`src/rtl/spike_event_fifo.sv`:
```
// Spike rising-edge detector with free-running timestamp and an event FIFO on a valid/ready stream.
// Optional inter-spike-interval field per entry is enabled by defining SPIKE_FIFO_ISI_EN.
module spike_event_fifo #(
  parameter int TS_W       = 16,
  parameter int FIFO_DEPTH = 8,
  parameter int DROP_CNT_W = 8
) (
  input  logic                          clk,
  input  logic                          reset,
  input  logic                          enable,
  input  logic                          spike,
  output logic                          out_valid,
  input  logic                          out_ready,
  output logic [TS_W-1:0]               out_ts,
`ifdef SPIKE_FIFO_ISI_EN
  output logic [TS_W-1:0]               out_isi,
`endif
  output logic [$clog2(FIFO_DEPTH):0]   fifo_count,
  output logic                          overflow,
  output logic [DROP_CNT_W-1:0]         drop_count
);

  localparam int AW = $clog2(FIFO_DEPTH);
  localparam int CW = AW + 1;
  localparam logic [CW-1:0] DEPTH_C = CW'(FIFO_DEPTH);
`ifdef SPIKE_FIFO_ISI_EN
  localparam int EW = 2 * TS_W;
`else
  localparam int EW = TS_W;
`endif

  function automatic logic [DROP_CNT_W-1:0] sat_inc_drop(input logic [DROP_CNT_W-1:0] v);
    return (&v) ? v : v + 1'b1;
  endfunction

  logic                  spike_q;
  logic [TS_W-1:0]       ts_q, ts_d;
  logic [CW-1:0]         count_q, count_d;
  logic [AW-1:0]         wptr_q, wptr_d, rptr_q, rptr_d;
  logic                  overflow_q, overflow_d;
  logic [DROP_CNT_W-1:0] drop_q, drop_d;
  logic [EW-1:0]         mem_q [FIFO_DEPTH];
  logic [EW-1:0]         wdata, rdata;
  logic                  evt, full, pop, push, drop;

  always_comb begin
    evt        = spike & ~spike_q & enable;
    full       = (count_q == DEPTH_C);
    pop        = (count_q != '0) & out_ready;
    // A full FIFO still accepts when the head leaves in the same cycle.
    push       = evt & (~full | pop);
    drop       = evt & full & ~pop;
    ts_d       = enable ? ts_q + 1'b1 : ts_q;
    wptr_d     = push ? wptr_q + 1'b1 : wptr_q;
    rptr_d     = pop ? rptr_q + 1'b1 : rptr_q;
    count_d    = count_q;
    if (push && !pop)      count_d = count_q + 1'b1;
    else if (pop && !push) count_d = count_q - 1'b1;
    overflow_d = overflow_q | drop;
    drop_d     = drop ? sat_inc_drop(drop_q) : drop_q;
  end

`ifdef SPIKE_FIFO_ISI_EN
  function automatic logic [TS_W-1:0] sat_inc_ts(input logic [TS_W-1:0] v);
    return (&v) ? v : v + 1'b1;
  endfunction

  logic [TS_W-1:0] isi_q, isi_d;

  // An accepted event restarts the interval; its own cycle already counts as one enabled cycle.
  always_comb begin
    isi_d = enable ? sat_inc_ts(isi_q) : isi_q;
    if (push) isi_d = {{(TS_W-1){1'b0}}, 1'b1};
    wdata = {isi_q, ts_q};
  end

  always_ff @(posedge clk) begin
    if (reset) isi_q <= '0;
    else       isi_q <= isi_d;
  end

  assign out_isi = out_valid ? rdata[EW-1:TS_W] : '0;
`else
  assign wdata = ts_q;
`endif

  always_ff @(posedge clk) begin
    if (reset) begin
      spike_q    <= 1'b0;
      ts_q       <= '0;
      count_q    <= '0;
      wptr_q     <= '0;
      rptr_q     <= '0;
      overflow_q <= 1'b0;
      drop_q     <= '0;
    end else begin
      spike_q    <= spike;
      ts_q       <= ts_d;
      count_q    <= count_d;
      wptr_q     <= wptr_d;
      rptr_q     <= rptr_d;
      overflow_q <= overflow_d;
      drop_q     <= drop_d;
    end
  end

  always_ff @(posedge clk) begin
    if (push) mem_q[wptr_q] <= wdata;
  end

  assign rdata      = mem_q[rptr_q];
  assign out_valid  = (count_q != '0);
  assign out_ts     = out_valid ? rdata[TS_W-1:0] : '0;
  assign fifo_count = count_q;
  assign overflow   = overflow_q;
  assign drop_count = drop_q;

endmodule

```
`config.mk`:
```
export PLATFORM = sky130hd
export DESIGN_NAME = spike_event_fifo
export DESIGN_NICKNAME = d
export VERILOG_FILES = /design/src/rtl/spike_event_fifo.sv
export SDC_FILE = /design/constraint.sdc
export NUM_CORES = 1
export LEC_CHECK = 0
export ABC_AREA = 1
export ABC_CLOCK_PERIOD_IN_PS = 3000
export CAP_MARGIN = 30
export CORE_MARGIN = 2
export CORE_UTILIZATION = 64
export DETAILED_ROUTE_END_ITERATION = 8
export GPL_ROUTABILITY_DRIVEN = 0
export PLACE_DENSITY_LB_ADDON = 0.08
export SYNTH_ARGS = -nofsm -noshare
export SYNTH_HDL_FRONTEND = slang
export SYNTH_SLANG_ARGS = --single-unit
```
`constraint.sdc`:
```
create_clock -name clk -period 3 [get_ports clk]
set_input_delay 0.6 -clock clk [delete_from_list [all_inputs] [get_ports clk]]
set_output_delay 0.6 -clock clk [all_outputs]
set_load 0.1 [all_outputs]
```
==> impl_metrics.tcl, run 1 <==
set metrics [dict create \
    nets 728 \
    hold_start "overflow$_SDFF_PP0_" \
    drc 0 \
    cts-buffers-inserted 17 \
    vdd_ir_drop_max_mv 1.06 \
    sw_frac_of_total 0.424 \
    cpMostUsedCell "buf_12" \
    fin_area_um2 8370 \
    routed_wl_mm 15.5 \
    hold_path_class "flop to flop" \
    htree_levels 4 \
    cp.arrival_ns 2.23 \
    final_common_cell "nor2_1" \
    cellPowerDensity_nw_per_um2 1080 \
    vias 5009 \
    endpoint_kind "output pin" \
    synth-seq-cells 167 \
    cts_root_buffer "clkbuf_8" \
    seq_power_share 0.294 \
    antenna_found_initial 0 \
    drt-pass1-iter-count 5 \
    dr.first_iter.drc_count 551 \
    syn_area_per_cell_um2 10.4 \
    syn-instance-count 670 \
    ys_seq_area_frac 0.664 \
    yosysWarnings 0 \
    critPathKind "flop to output pin" \
    placed_area_um2 7720 \
    slowest_delay_ns 0.43 \
    syn_to_final_growth_pct 20.1 \
    maxCapViolCount 0 \
    hold_path_depth 2 \
    rrSetupSlack_ns 0.85 \
    cp.required_ns 2.40 \
    grt_pass1_vias 4772 \
    final_cell_mix "nor2_1 (149), edfxtp_1 (128), nand2_1 (94)" \
    core-area_um2 10700 \
    ioPinCount 35 \
    rsz0062_at_grt "false" \
    start_util 0.648 \
    cts_buffer_depth 2 \
    worstMarginPinSlew_ns 0.643 \
    dp_slack_ns 0.119 \
    p_int_uw 5230 \
    grt_overflow 0 \
    clk-insertion-delay-late_ns 0.53 \
    worst_slack_ns 0.172 \
    wl_per_cell_um 17.9 \
    grt_pass1_wl_mm 24.3 \
    antenna_left 0 \
    worstHoldEndpoint "overflow$_SDFF_PP0_" \
    die-area_um2 11700 \
    setup_viol 0 \
    synth_cell_types 33 \
    worstPathMaxFanout 42 \
    fmax_mhz 354 \
    clock_sinks 167 \
    post-cts-setup-buffers 0 \
    reg2reg_from "fifo_count[2]$_SDFFE_PP0P_" \
    setup_tns_ns 0 \
    die_w_um 108 \
    finalCritPeriodShare 0.943 \
    final_layout_size_suffix_gt1_frac 0.158 \
    via_per_inst 5.77 \
    clockPowerShare 0.257 \
    combinationalPowerShare 0.449 \
    finalCriticalPeriod_ns 2.83 \
    p_leak_uw 0.00314 \
    crit_path_top_delay_cell "dfxtp_4" \
    path_cells "inv_4 -> buf_12 -> o21ai_0 -> o22ai_1 -> nor2_1 -> nor2_4 -> buf_12" \
    die_y_um 108 \
    holdWs_ns 0.483 \
    clkTransAtPathRegs_ns 0.06 \
    syn_nets 683 \
    hpwl_mm 9.11 \
    slew_viol_final 0 \
    cts_tree "built" \
    outcome "finished, final reports clean" \
    finalHoldViolCount 0 \
    track_usage 0.279 \
    timing.rr.end "fifo_count[3]$_SDFFE_PP0P_" \
    core.rowCount 38 \
    power_switching_uw 3840 \
    reg2reg_depth 13 \
    skew_ns 0.00733 \
    antenna_cells 0 \
    netlist_area_um2 6970 \
    grt_max_degree 46 \
    port_buffers 34 \
    start_kind "flop" \
    max-slew-margin-rel 0.571 \
]
==> stage by stage <==
stage	utilization	cells	power (uW)
final	0.779	868	9060
after global placement	0.718	836	6680
after CTS	0.778	868	9080
after floorplan	-	670	5480
after global routing	0.779	868	9410
after detailed placement	0.718	836	6750
==> layout make-up <==
class	count	area, um^2
fillers	663	2380
repair buffers	52	621
well taps	140	175
clock buffers	17	414
flip-flops and latches	167	4630
clock inverters	15	223
multi-input cells	438	2150
inverters	39	149
==> critical path: cells and delay by family (launching register included) <==
| kind | cells | cell delay, ns |
|---|---|---|
| AND/OR/NAND/NOR | 2 | 0.29 |
| flip-flops | 1 | 0.43 |
| buffers and inverters | 3 | 0.66 |
| AO/OA/AOI/OAI | 2 | 0.29 |
==> power groups by stage <==
stage          registers, uW  clock network (uW)  logic [uW]
2_1_floorplan           2840                   0        2650
3_3_place_gp            2700                   0        3990
3_5_place_dp            2710                   0        4040
4_1_cts                 2660                2340        4070
5_1_grt                 2680                2430        4300
6_report                2660                2330        4070
==> sequential cells by signal (all words and copies together) (netlist names), named ones only <==
register and flops:
spike_q 1, drop_count 8, rptr_q 3, overflow 1, wptr_q 3, fifo_count 4, ts_q 16, mem_q 128
==> per-layer routing <==
metal	vias to the layer above	track usage	wire length (um)
li1	2386	-	-
met1	2348	0.365	6240
met2	246	0.456	7780
met3	29	0.0741	1250
met4	0	0.0952	252
met5	-	0	0
==> Yosys cell counts <==
| cell type | count | area share |
|---|---|---|
| fa_1 | 1 | 0.0029 |
| buf_4 | 5 | 0.0054 |
| inv_1 | 37 | 0.020 |
| nor2_2 | 2 | 0.0018 |
| nand2_2 | 4 | 0.0036 |
| buf_2 | 7 | 0.0050 |
| or2_4 | 1 | 0.0013 |
| nor2_1 | 165 | 0.089 |
| nand4_1 | 3 | 0.0027 |
| edfxtp_1 | 128 | 0.55 |
| o211ai_1 | 16 | 0.017 |
| a31oi_1 | 1 | 0.00090 |
| nor3_1 | 3 | 0.0022 |
| o21ai_2 | 1 | 0.0013 |
| o21a_1 | 1 | 0.0011 |
| a21oi_1 | 19 | 0.014 |
| xor2_1 | 3 | 0.0038 |
| dfxtp_1 | 39 | 0.11 |
| nand2_4 | 1 | 0.0016 |
| or2_2 | 1 | 0.00090 |
| nand3b_1 | 2 | 0.0022 |
| o21ai_0 | 77 | 0.055 |
| clkbuf_1 | 11 | 0.0059 |
| o21bai_1 | 1 | 0.0011 |
| nand3_1 | 15 | 0.011 |
| nor2_4 | 3 | 0.0048 |
| a21oi_2 | 1 | 0.0013 |
| nand2_1 | 94 | 0.051 |
| ha_1 | 7 | 0.013 |
| o22ai_1 | 16 | 0.014 |
| inv_2 | 2 | 0.0011 |
| buf_1 | 1 | 0.00054 |
| clkbuf_2 | 2 | 0.0014 |
==> logic make-up (layout without fill, tap and decap cells) <==
| logic type | Yosys count | in the layout | share of synthesized area |
|---|---|---|---|
| adder cells (fa/ha/maj) | 8 | 8 | 0.0154 |
| AND/OR/NAND/NOR | 294 | 294 | 0.171 |
| flip-flops | 167 | 167 | 0.664 |
| XOR/XNOR | 3 | 3 | 0.00377 |
| buffers and inverters | 65 | 123 | 0.0393 |
| AO/OA/AOI/OAI | 133 | 133 | 0.106 |
==> how the worst max path moves through the flow <==
stage | start | to | slack [ns] | cells past startpoint
detailed placement | out_ready | fifo_count[3]$_SDFFE_PP0P_ | 0.12 | 14
global route | flop | out_ts[0] | 0.05 | 8
CTS | flop | out_ts[14] | 0.04 | 7
finish | flop | out_ts[8] | 0.17 | 7
global placement | out_ready | fifo_count[3]$_SDFFE_PP0P_ | 0.23 | 14
floorplan | fifo_count[0]$_SDFFE_PP0P_ | out_ts[10] | 0.11 | 7
==> what timing repair did <==
action                     in CTS  in global routing
resized for setup               2                  3
hold buffers                    0                  0
pin swaps                       0                  0
hold endpoints to repair        0                  0
setup endpoints to repair      11                 10
No activity file was read; power rests on OpenSTA's default activity.
==> run 2: changes to the inputs <==
--- a/config.mk
+++ b/config.mk
@@ -13,6 +13,7 @@
 export DETAILED_ROUTE_END_ITERATION = 8
 export GPL_ROUTABILITY_DRIVEN = 0
 export PLACE_DENSITY_LB_ADDON = 0.08
+export SKIP_LAST_GASP = 1
 export SYNTH_ARGS = -nofsm -noshare
 export SYNTH_HDL_FRONTEND = slang
 export SYNTH_SLANG_ARGS = --single-unit
==> results of run 2 <==
Final layout, timing and power as in run 1 (identical DEF).
==> run 3: changes to the inputs <==
--- a/config.mk
+++ b/config.mk
@@ -6,12 +6,11 @@
 export NUM_CORES = 1
 export LEC_CHECK = 0
 export ABC_AREA = 1
-export ABC_CLOCK_PERIOD_IN_PS = 3000
-export CAP_MARGIN = 30
+export ABC_CLOCK_PERIOD_IN_PS = 2900
+export CAP_MARGIN = 20
 export CORE_MARGIN = 2
-export CORE_UTILIZATION = 64
+export CORE_UTILIZATION = 60
 export DETAILED_ROUTE_END_ITERATION = 8
-export GPL_ROUTABILITY_DRIVEN = 0
 export PLACE_DENSITY_LB_ADDON = 0.08
 export SKIP_LAST_GASP = 1
 export SYNTH_ARGS = -nofsm -noshare
==> constraint.sdc (replaced) <==
create_clock -name clk -period 2.9 [get_ports clk]
set_input_delay 0.58 -clock clk [delete_from_list [all_inputs] [get_ports clk]]
set_output_delay 0.58 -clock clk [all_outputs]
set_load 0.1 [all_outputs]
==> impl_metrics.tcl, run 3 (synthesis gave the netlist of run 1 again) <==
set metrics [dict create \
    dp_slack_ns 0.0271 \
    hpwl_mm 9.58 \
    cellPowerDensity_nw_per_um2 1100 \
    worstMarginPinSlew_ns 0.584 \
    die-area_um2 12500 \
    p_leak_uw 0.00313 \
    cts_root_buffer "clkbuf_16" \
    hold_buffers 0 \
    finalCriticalPeriod_ns 2.64 \
    dr.first_iter.drc_count 332 \
    ioPinCount 35 \
    htree_levels 4 \
    die_y_um 112 \
    drt-pass1-iter-count 5 \
    grt_overflow 0 \
    cts-buffers-inserted 17 \
    rsz0062_at_grt "false" \
    nets 728 \
    max-slew-margin-rel 0.611 \
    core-area_um2 11400 \
    critPathKind "flop to output pin" \
    routed_wl_mm 14.6 \
    worstPathMaxFanout 24 \
    clkTransAtPathRegs_ns 0.06 \
    syn_to_final_growth_pct 19.1 \
    grt_pass1_vias 4739 \
    clock_sinks 167 \
    wl_per_cell_um 16.8 \
    slew_viol_final 0 \
    place_congestion 0.860 \
    setup_tns_ns 0 \
    grt_max_degree 40 \
    placed_area_um2 7720 \
    endpoint_kind "output pin" \
    finalHoldViolCount 0 \
    cp.required_ns 2.32 \
    worst_slack_ns 0.261 \
    via_per_inst 5.68 \
    port_buffers 34 \
    antenna_cells 0 \
    grt_pass1_wl_mm 24.2 \
    vdd_ir_drop_max_mv 1.51 \
    final_common_cell "nor2_1" \
    rrSetupSlack_ns 0.73 \
    cts_resized 0 \
    antenna_left 0 \
    die_w_um 112 \
    start_util 0.613 \
    finalCritPeriodShare 0.910 \
    hold_start "fifo_count[3]$_SDFFE_PP0P_" \
    largest_reg_flops 128 \
    clk-insertion-delay-late_ns 0.42 \
    setup_viol 0 \
    final_cell_mix "nor2_1 (149), edfxtp_1 (128), nand2_1 (94)" \
    core.rowCount 39 \
    fmax_mhz 379 \
    vias 4950 \
    holdWs_ns 0.492 \
    cp.arrival_ns 2.06 \
    skew_ns 0.00948 \
    final_layout_size_suffix_gt1_frac 0.158 \
    maxCapViolCount 0 \
    cts_tree "built" \
    drc 0 \
    reg2reg_from "fifo_count[0]$_SDFFE_PP0P_" \
    post-cts-setup-buffers 0 \
    outcome "finished, final reports clean" \
    fin_area_um2 8300 \
    top_register "mem_q" \
    start_kind "flop" \
    antenna_found_initial 0 \
    cts_buffer_depth 2 \
    track_usage 0.250 \
    hold_path_class "flop to flop" \
]
run 3: worst paths after layout:
check / cells after the start / to
setup / recovery: 6 / out_ts[11]
hold reg to reg: 2 / fifo_count[3]$_SDFFE_PP0P_
setup reg to reg: 13 / fifo_count[3]$_SDFFE_PP0P_
hold / removal: 2 / fifo_count[3]$_SDFFE_PP0P_
run 3: worst max-delay path: stages (launching register included):
cell	delay, ns
dfxtp_2	0.48
buf_4	0.31
o21ai_0	0.14
o22ai_1	0.23
nor2_1	0.12
nor2_4	0.16
buf_12	0.18
run 3: routing by layer:
layer	vias to the layer above	share of wire	track usage
met3	22	0.057	0.0539
met2	146	0.49	0.394
met1	2388	0.44	0.354
met4	0	0.016	0.0757
li1	2394	-	-
met5	-	0	0
run 3: cell type report:
class,instances,area (um^2)
inverters,39,146
fillers,753,3070
repair buffers,52,613
well taps,143,179
clock buffers,25,510
clock inverters,7,66.3
flip-flops and latches,167,4630
multi-input cells,438,2150
run 3: report_power, final:
group          switching, uW  total, uW  internal (uW)
clock                    857       2170           1310
combinational           2940       4220           1280
sequential              93.7       2730           2640
total                   3890       9120           5230
run 3: metrics by stage:
| stage | power, uW | util | cells |
|---|---|---|---|
| 3_5_place_dp | 7010 | 0.679 | 839 |
| 3_3_place_gp | 6950 | 0.679 | 839 |
| 2_1_floorplan | 5670 | - | 670 |
| 5_1_grt | 9500 | 0.730 | 871 |
| 6_report | 9120 | 0.730 | 871 |
| 4_1_cts | 9160 | 0.730 | 871 |
